--- src/rtl/fifo_pkg.sv ---
// Shared definitions for the FIFO write-side arbiter.
//   FIFO_DATA_W : default FIFO word width
//   state_t     : arbiter FSM encoding
//   clog2       : ceiling log2 used for index and counter widths
package fifo_pkg;

  localparam int unsigned FIFO_DATA_W = 8;

  typedef enum logic [1:0] {
    ST_IDLE  = 2'd0,
    ST_GRANT = 2'd1,
    ST_HOLD  = 2'd2
  } state_t;

  function automatic int unsigned clog2(input int unsigned v);
    int unsigned r;
    r = 0;
    for (int unsigned i = 0; i < 31; i++) begin
      if ((32'd1 << i) < v) r = i + 1;
    end
    return r;
  endfunction

endpackage

--- src/rtl/fifo_write_arbiter_rr_picker.sv ---
// Combinational round-robin priority select.
//   req_i   : request vector (N bits)
//   ptr_i   : highest-priority index for this scan
//   found_o : at least one request is set
//   idx_o   : first set request at or above ptr_i, wrapping modulo N
module rr_picker #(
  parameter int unsigned N = 4,
  parameter int unsigned W = 2
) (
  input  logic [N-1:0] req_i,
  input  logic [W-1:0] ptr_i,
  output logic         found_o,
  output logic [W-1:0] idx_o
);

  always_comb begin
    int unsigned c;
    found_o = 1'b0;
    idx_o   = '0;
    c       = 0;
    for (int unsigned k = 0; k < N; k++) begin
      c = (32'(ptr_i) + k) % N;
      if (!found_o && req_i[c]) begin
        found_o = 1'b1;
        idx_o   = W'(c);
      end
    end
  end

endmodule

--- src/rtl/fifo_write_arbiter.sv ---
// Round-robin arbiter sharing the async FIFO write port among NUM_REQ
// producers in the w_clk domain, with bounded bursts and flag stalls.
//   w_clk, rst_n       : write clock, asynchronous active-low reset
//   req_valid/req_data : producer beats (requester i at [i*DATA_W +: DATA_W])
//   req_ready          : one-hot (or zero) accept to the granted producer
//   fifo_full/almost   : FIFO write-side flags
//   valid_input        : registered FIFO write strobe
//   from_user          : registered FIFO write data
//   grant_id           : current or last granted requester
//   busy               : FSM not idle
module fifo_write_arbiter
  import fifo_pkg::*;
#(
  parameter int unsigned NUM_REQ   = 4,
  parameter int unsigned DATA_W    = FIFO_DATA_W,
  parameter int unsigned MAX_BURST = 4
) (
  input  logic                      w_clk,
  input  logic                      rst_n,
  input  logic [NUM_REQ-1:0]        req_valid,
  input  logic [NUM_REQ*DATA_W-1:0] req_data,
  output logic [NUM_REQ-1:0]        req_ready,
  input  logic                      fifo_full,
  input  logic                      fifo_almost_full,
  output logic                      valid_input,
  output logic [DATA_W-1:0]         from_user,
  output logic [clog2(NUM_REQ)-1:0] grant_id,
  output logic                      busy
);

  localparam int unsigned IDX_W = clog2(NUM_REQ);
  localparam int unsigned BC_W  = clog2(MAX_BURST + 1);

  state_t             state_q, state_d;
  logic [IDX_W-1:0]   grant_q, grant_d;
  logic [IDX_W-1:0]   rr_ptr_q, rr_ptr_d;
  logic [BC_W-1:0]    beat_q, beat_d;
  logic               valid_q;
  logic [DATA_W-1:0]  data_q;

  logic               stall;
  logic               sel_valid;
  logic               accept;
  logic [DATA_W-1:0]  sel_data;
  logic [IDX_W-1:0]   next_ptr;
  logic [IDX_W-1:0]   pick_ptr;
  logic               pick_found;
  logic [IDX_W-1:0]   pick_idx;
  logic [BC_W-1:0]    beat_inc;
  logic               release_g;

  assign stall     = fifo_full | fifo_almost_full;
  assign sel_valid = req_valid[grant_q];
  assign accept    = (state_q == ST_GRANT) && !stall && sel_valid;
  assign next_ptr  = (grant_q == IDX_W'(NUM_REQ - 1)) ? '0 : grant_q + IDX_W'(1);
  assign beat_inc  = beat_q + BC_W'(1);

  // One picker serves both idle arbitration (from rr_ptr) and release
  // re-arbitration (from grant+1, the pointer being loaded that cycle).
  assign pick_ptr = (state_q == ST_IDLE) ? rr_ptr_q : next_ptr;

  rr_picker #(
    .N (NUM_REQ),
    .W (IDX_W)
  ) u_pick (
    .req_i   (req_valid),
    .ptr_i   (pick_ptr),
    .found_o (pick_found),
    .idx_o   (pick_idx)
  );

  always_comb begin
    sel_data = '0;
    for (int unsigned i = 0; i < NUM_REQ; i++) begin
      if (grant_q == IDX_W'(i)) sel_data = req_data[i*DATA_W +: DATA_W];
    end
  end

  // State register
  always_ff @(posedge w_clk or negedge rst_n) begin
    if (!rst_n) begin
      state_q  <= ST_IDLE;
      grant_q  <= '0;
      rr_ptr_q <= '0;
      beat_q   <= '0;
    end else begin
      state_q  <= state_d;
      grant_q  <= grant_d;
      rr_ptr_q <= rr_ptr_d;
      beat_q   <= beat_d;
    end
  end

  // Next-state logic
  always_comb begin
    state_d   = state_q;
    grant_d   = grant_q;
    rr_ptr_d  = rr_ptr_q;
    beat_d    = beat_q;
    release_g = 1'b0;
    unique case (state_q)
      ST_IDLE: begin
        if (pick_found) begin
          grant_d = pick_idx;
          beat_d  = '0;
          state_d = ST_GRANT;
        end
      end
      ST_GRANT: begin
        if (stall) begin
          state_d = ST_HOLD;
        end else if (sel_valid) begin
          if (beat_inc == BC_W'(MAX_BURST)) release_g = 1'b1;
          else                              beat_d    = beat_inc;
        end else begin
          release_g = 1'b1;
        end
      end
      ST_HOLD: begin
        if (!sel_valid)  release_g = 1'b1;
        else if (!stall) state_d   = ST_GRANT;
      end
      default: state_d = ST_IDLE;
    endcase

    // Release re-arbitrates in the same cycle so back-to-back grants
    // carry no idle bubble.
    if (release_g) begin
      rr_ptr_d = next_ptr;
      beat_d   = '0;
      if (pick_found) begin
        grant_d = pick_idx;
        state_d = ST_GRANT;
      end else begin
        state_d = ST_IDLE;
      end
    end
  end

  // Output logic
  always_comb begin
    req_ready = '0;
    if (state_q == ST_GRANT && !stall) req_ready[grant_q] = 1'b1;
    busy     = (state_q != ST_IDLE);
    grant_id = grant_q;
  end

  // Write strobe and data, one cycle behind the accept
  always_ff @(posedge w_clk or negedge rst_n) begin
    if (!rst_n) begin
      valid_q <= 1'b0;
      data_q  <= '0;
    end else begin
      valid_q <= accept;
      if (accept) data_q <= sel_data;
    end
  end

  assign valid_input = valid_q;
  assign from_user   = data_q;

endmodule

--- config.mk ---
export PLATFORM = sky130hd
export DESIGN_NAME = fifo_write_arbiter
export DESIGN_NICKNAME = d
export VERILOG_FILES = /design/src/rtl/fifo_pkg.sv /design/src/rtl/fifo_write_arbiter_rr_picker.sv /design/src/rtl/fifo_write_arbiter.sv
export SDC_FILE = /design/constraint.sdc
export NUM_CORES = 1
export LEC_CHECK = 0
export ABC_AREA = 1
export CAP_MARGIN = 5
export CORE_UTILIZATION = 40
export DETAILED_ROUTE_END_ITERATION = 6
export PLACE_DENSITY = 0.75
export SLEW_MARGIN = 30
export SYNTH_ARGS = -nofsm -noshare
export SYNTH_HDL_FRONTEND = slang
export SYNTH_SLANG_ARGS = --single-unit
--- constraint.sdc ---
create_clock -name w_clk -period 2 [get_ports w_clk]
set_input_delay 0.4 -clock w_clk [delete_from_list [all_inputs] [get_ports w_clk]]
set_output_delay 0.4 -clock w_clk [all_outputs]
set_load 0.05 [all_outputs]
==> results_dict.tcl <==
set metrics [dict create \
    post-dp-hpwl_mm 3.22 \
    worstPathCellList "inv_2 > ha_4 > inv_1 > nand2_2 > nand2_4 > nand2_2 > nand2_4 > nand2_2 > nand2_4 > nor2_4 > nand4_4 > nand2_2 > nand2_2 > nand2_1 > nand2_1" \
    yosys.area.top_type "dfrtp_1" \
    drt_wl_total_mm 4.55 \
    p_per_area_nw_per_um2 1770 \
    tightest_slew_ns 0.537 \
    regToRegSetupSlack_ns 0.03 \
    io_buffers 55 \
    fmax_ghz 0.507 \
    fin_setup_tns_ns 0 \
    dp_slack_ns -0.0264 \
    coreArea_sq_um 3660 \
    post-route-util 0.693 \
    grt_max_degree 19 \
    finClkSkew_ns 0.00227 \
    num_vias 1738 \
    io_pins 56 \
    cts_buffers 3 \
    netSwitchingFraction 0.540 \
    synth_seq_area_share 0.297 \
    worst_slack_ns 0.0290 \
    clock-root-buffer "clkbuf_8" \
    cts_sinks 18 \
    netlist-cell-type-count 26 \
    arrival_ns 2.12 \
    hold_viol_final 0 \
    startpoint_type "flop" \
    min_period_ns 1.97 \
    grt_pass1_wl_mm 6.60 \
    p_sw_mw 2.43 \
    yosys-top-cells-count "62 x nand2_1, 25 x nand3_1, 23 x inv_1" \
    track_usage 0.204 \
    syn2layout_area_growth_pct 67.4 \
    cts_hold_buf 0 \
    internal_power_mw 2.07 \
    p_leak_nw 1.18 \
    initial_core_util 0.414 \
    irDropWorstVdd_v 0.00108 \
    hold_class "in2async" \
    crit_buf_inv 2 \
    cts_htree_levels 1 \
    critical-path-slowest-cell "dfrtp_2" \
    total_power_mw 4.50 \
    power_frac_seq 0.144 \
    avgRoutedWirePerCell_um 13.2 \
    final_cells 344 \
    grt_pass1_vias 1520 \
    path_delay_family "simple AND/OR/NAND/NOR gates" \
    die_w_um 63.6 \
    placed_area_sq_um 2290 \
    critPathKind "reg2reg" \
    syn_area_sq_um 1520 \
    synthTopCellsByArea "dfrtp_1 30%, nand2_1 15%, ha_1 8.3%" \
    syn_inst 219 \
    clock_latency_ns 0.25 \
    tritoncts "built" \
    ys_warn_count 0 \
    clk_path_buf_depth 2 \
    fill_cells 278 \
    drc 0 \
    synth.top_cell.area_share 0.297 \
    fin_nets 347 \
    path_clk_slew_ns 0.07 \
    die_area_sq_um 4040 \
    fin_crit_sh 0.985 \
    max-cap-violations 0 \
    slew_headroom 0.641 \
    antenna_left 0 \
    crit_fanout 5 \
    cp_slowest_stage_delay_ns 0.43 \
    first_pass_iters 4 \
    final_area_sq_um 2540 \
    grt-ovfl-total 0 \
    synth_flop_cell "dfrtp_1" \
    power_frac_clock 0.067 \
    via_per_inst 5.05 \
    gp_congestion 0.844 \
    cpMostUsedCell "nand2_2" \
    cp-end-kind "flop" \
    rsz0062_at_grt "yes" \
    critical_path_required_ns 2.15 \
    drive_above_1_share 0.274 \
    syn_nets 269 \
    drtIter0Drc 83 \
    place_inst 332 \
    antenna_found_initial 0 \
    rows 22 \
    synth-edff-count 0 \
    status "completed" \
    synth_area_per_cell_sq_um 6.92 \
    pwr-share-comb 0.789 \
    timing.hold.ws_ns 0.483 \
    die_y_um 63.6 \
    slew_viol_final 0 \
    synth_most_common_cell "nand2_1" \
    setup_viol 0 \
    ys_seq_elements 18 \
    diodes 0 \
    synthArstFlopShare 1.00 \
]
==> final timing paths <==
path,depth (start not counted),startpoint,endpoint
max,15,grant_id[0],state_q[0]
min,2,rst_n,from_user[1]
max reg2reg,15,grant_id[0],state_q[0]
min reg2reg,1,from_user[2],from_user[2]
max in group asynchronous,2,rst_n,grant_id[1]
min in group w_clk,1,from_user[2],from_user[2]
==> final cells by class <==
| type | instances | area [sq um] | share of cell area |
|---|---|---|---|
| clock buffers | 4 | 55.1 | 0.0217 |
| inverters | 25 | 103 | 0.0404 |
| multi-input cells | 169 | 1080 | 0.427 |
| flip-flops and latches | 18 | 453 | 0.178 |
| well taps | 48 | 60.1 | 0.0237 |
| repair buffers | 80 | 783 | 0.309 |
==> registers in the layout, indices dropped and copies added, names as in the netlist <==
register / count
from_user: 8
state_q: 2
valid_input: 1
beat_q: 3
rr_ptr_q: 2
grant_id: 2
==> placed cells by master, fill, tap and decap left out, drive strengths merged <==
master / count
nand2: 73
clkdlybuf4s50: 48
buf: 32
nand3: 25
inv: 24
dfrtp: 18
o21ai: 16
a21oi: 11
nor2: 11
ha: 10
o211ai: 9
o21a: 8
clkbuf: 4
nand4: 3
xor2: 1
clkinvlp: 1
nand3b: 1
or2: 1
==> cells by family after synthesis <==
kind of cell | Yosys count | share of synthesized area
DFF | 18 | 0.297
and+or+nand+nor | 114 | 0.349
adders and majority gates | 10 | 0.0825
buffers and inverters | 32 | 0.0874
AOI/OAI and AO/OA | 44 | 0.178
xor gates and xnor gates | 1 | 0.00578
==> power by group through the flow <==
| stage | Sequential, mW | Combinational [mW] | Clock (mW) |
|---|---|---|---|
| 2_1_floorplan | 1.02 | 1.73 | 0 |
| 3_3_place_gp | 0.637 | 2.95 | 0 |
| 4_1_cts | 0.638 | 2.99 | 0.307 |
| 3_5_place_dp | 0.644 | 2.97 | 0 |
| 6_report | 0.650 | 3.55 | 0.302 |
| 5_1_grt | 0.669 | 3.84 | 0.322 |
==> routing by layer <==
metal,part of all wire,GRT usage
met5,0,0
met2,0.49,0.360
met3,0.052,0.0272
met1,0.45,0.256
met4,0.0084,0.0540
==> repair_timing <==
item,4_1_cts,5_1_grt
buffers inserted,0,8
hold endpoints to repair,0,0
gates resized for setup,2,31
pin swaps,0,9
endpoints found under the setup margin,3,11
No activity file was read; power rests on OpenSTA's default activity.
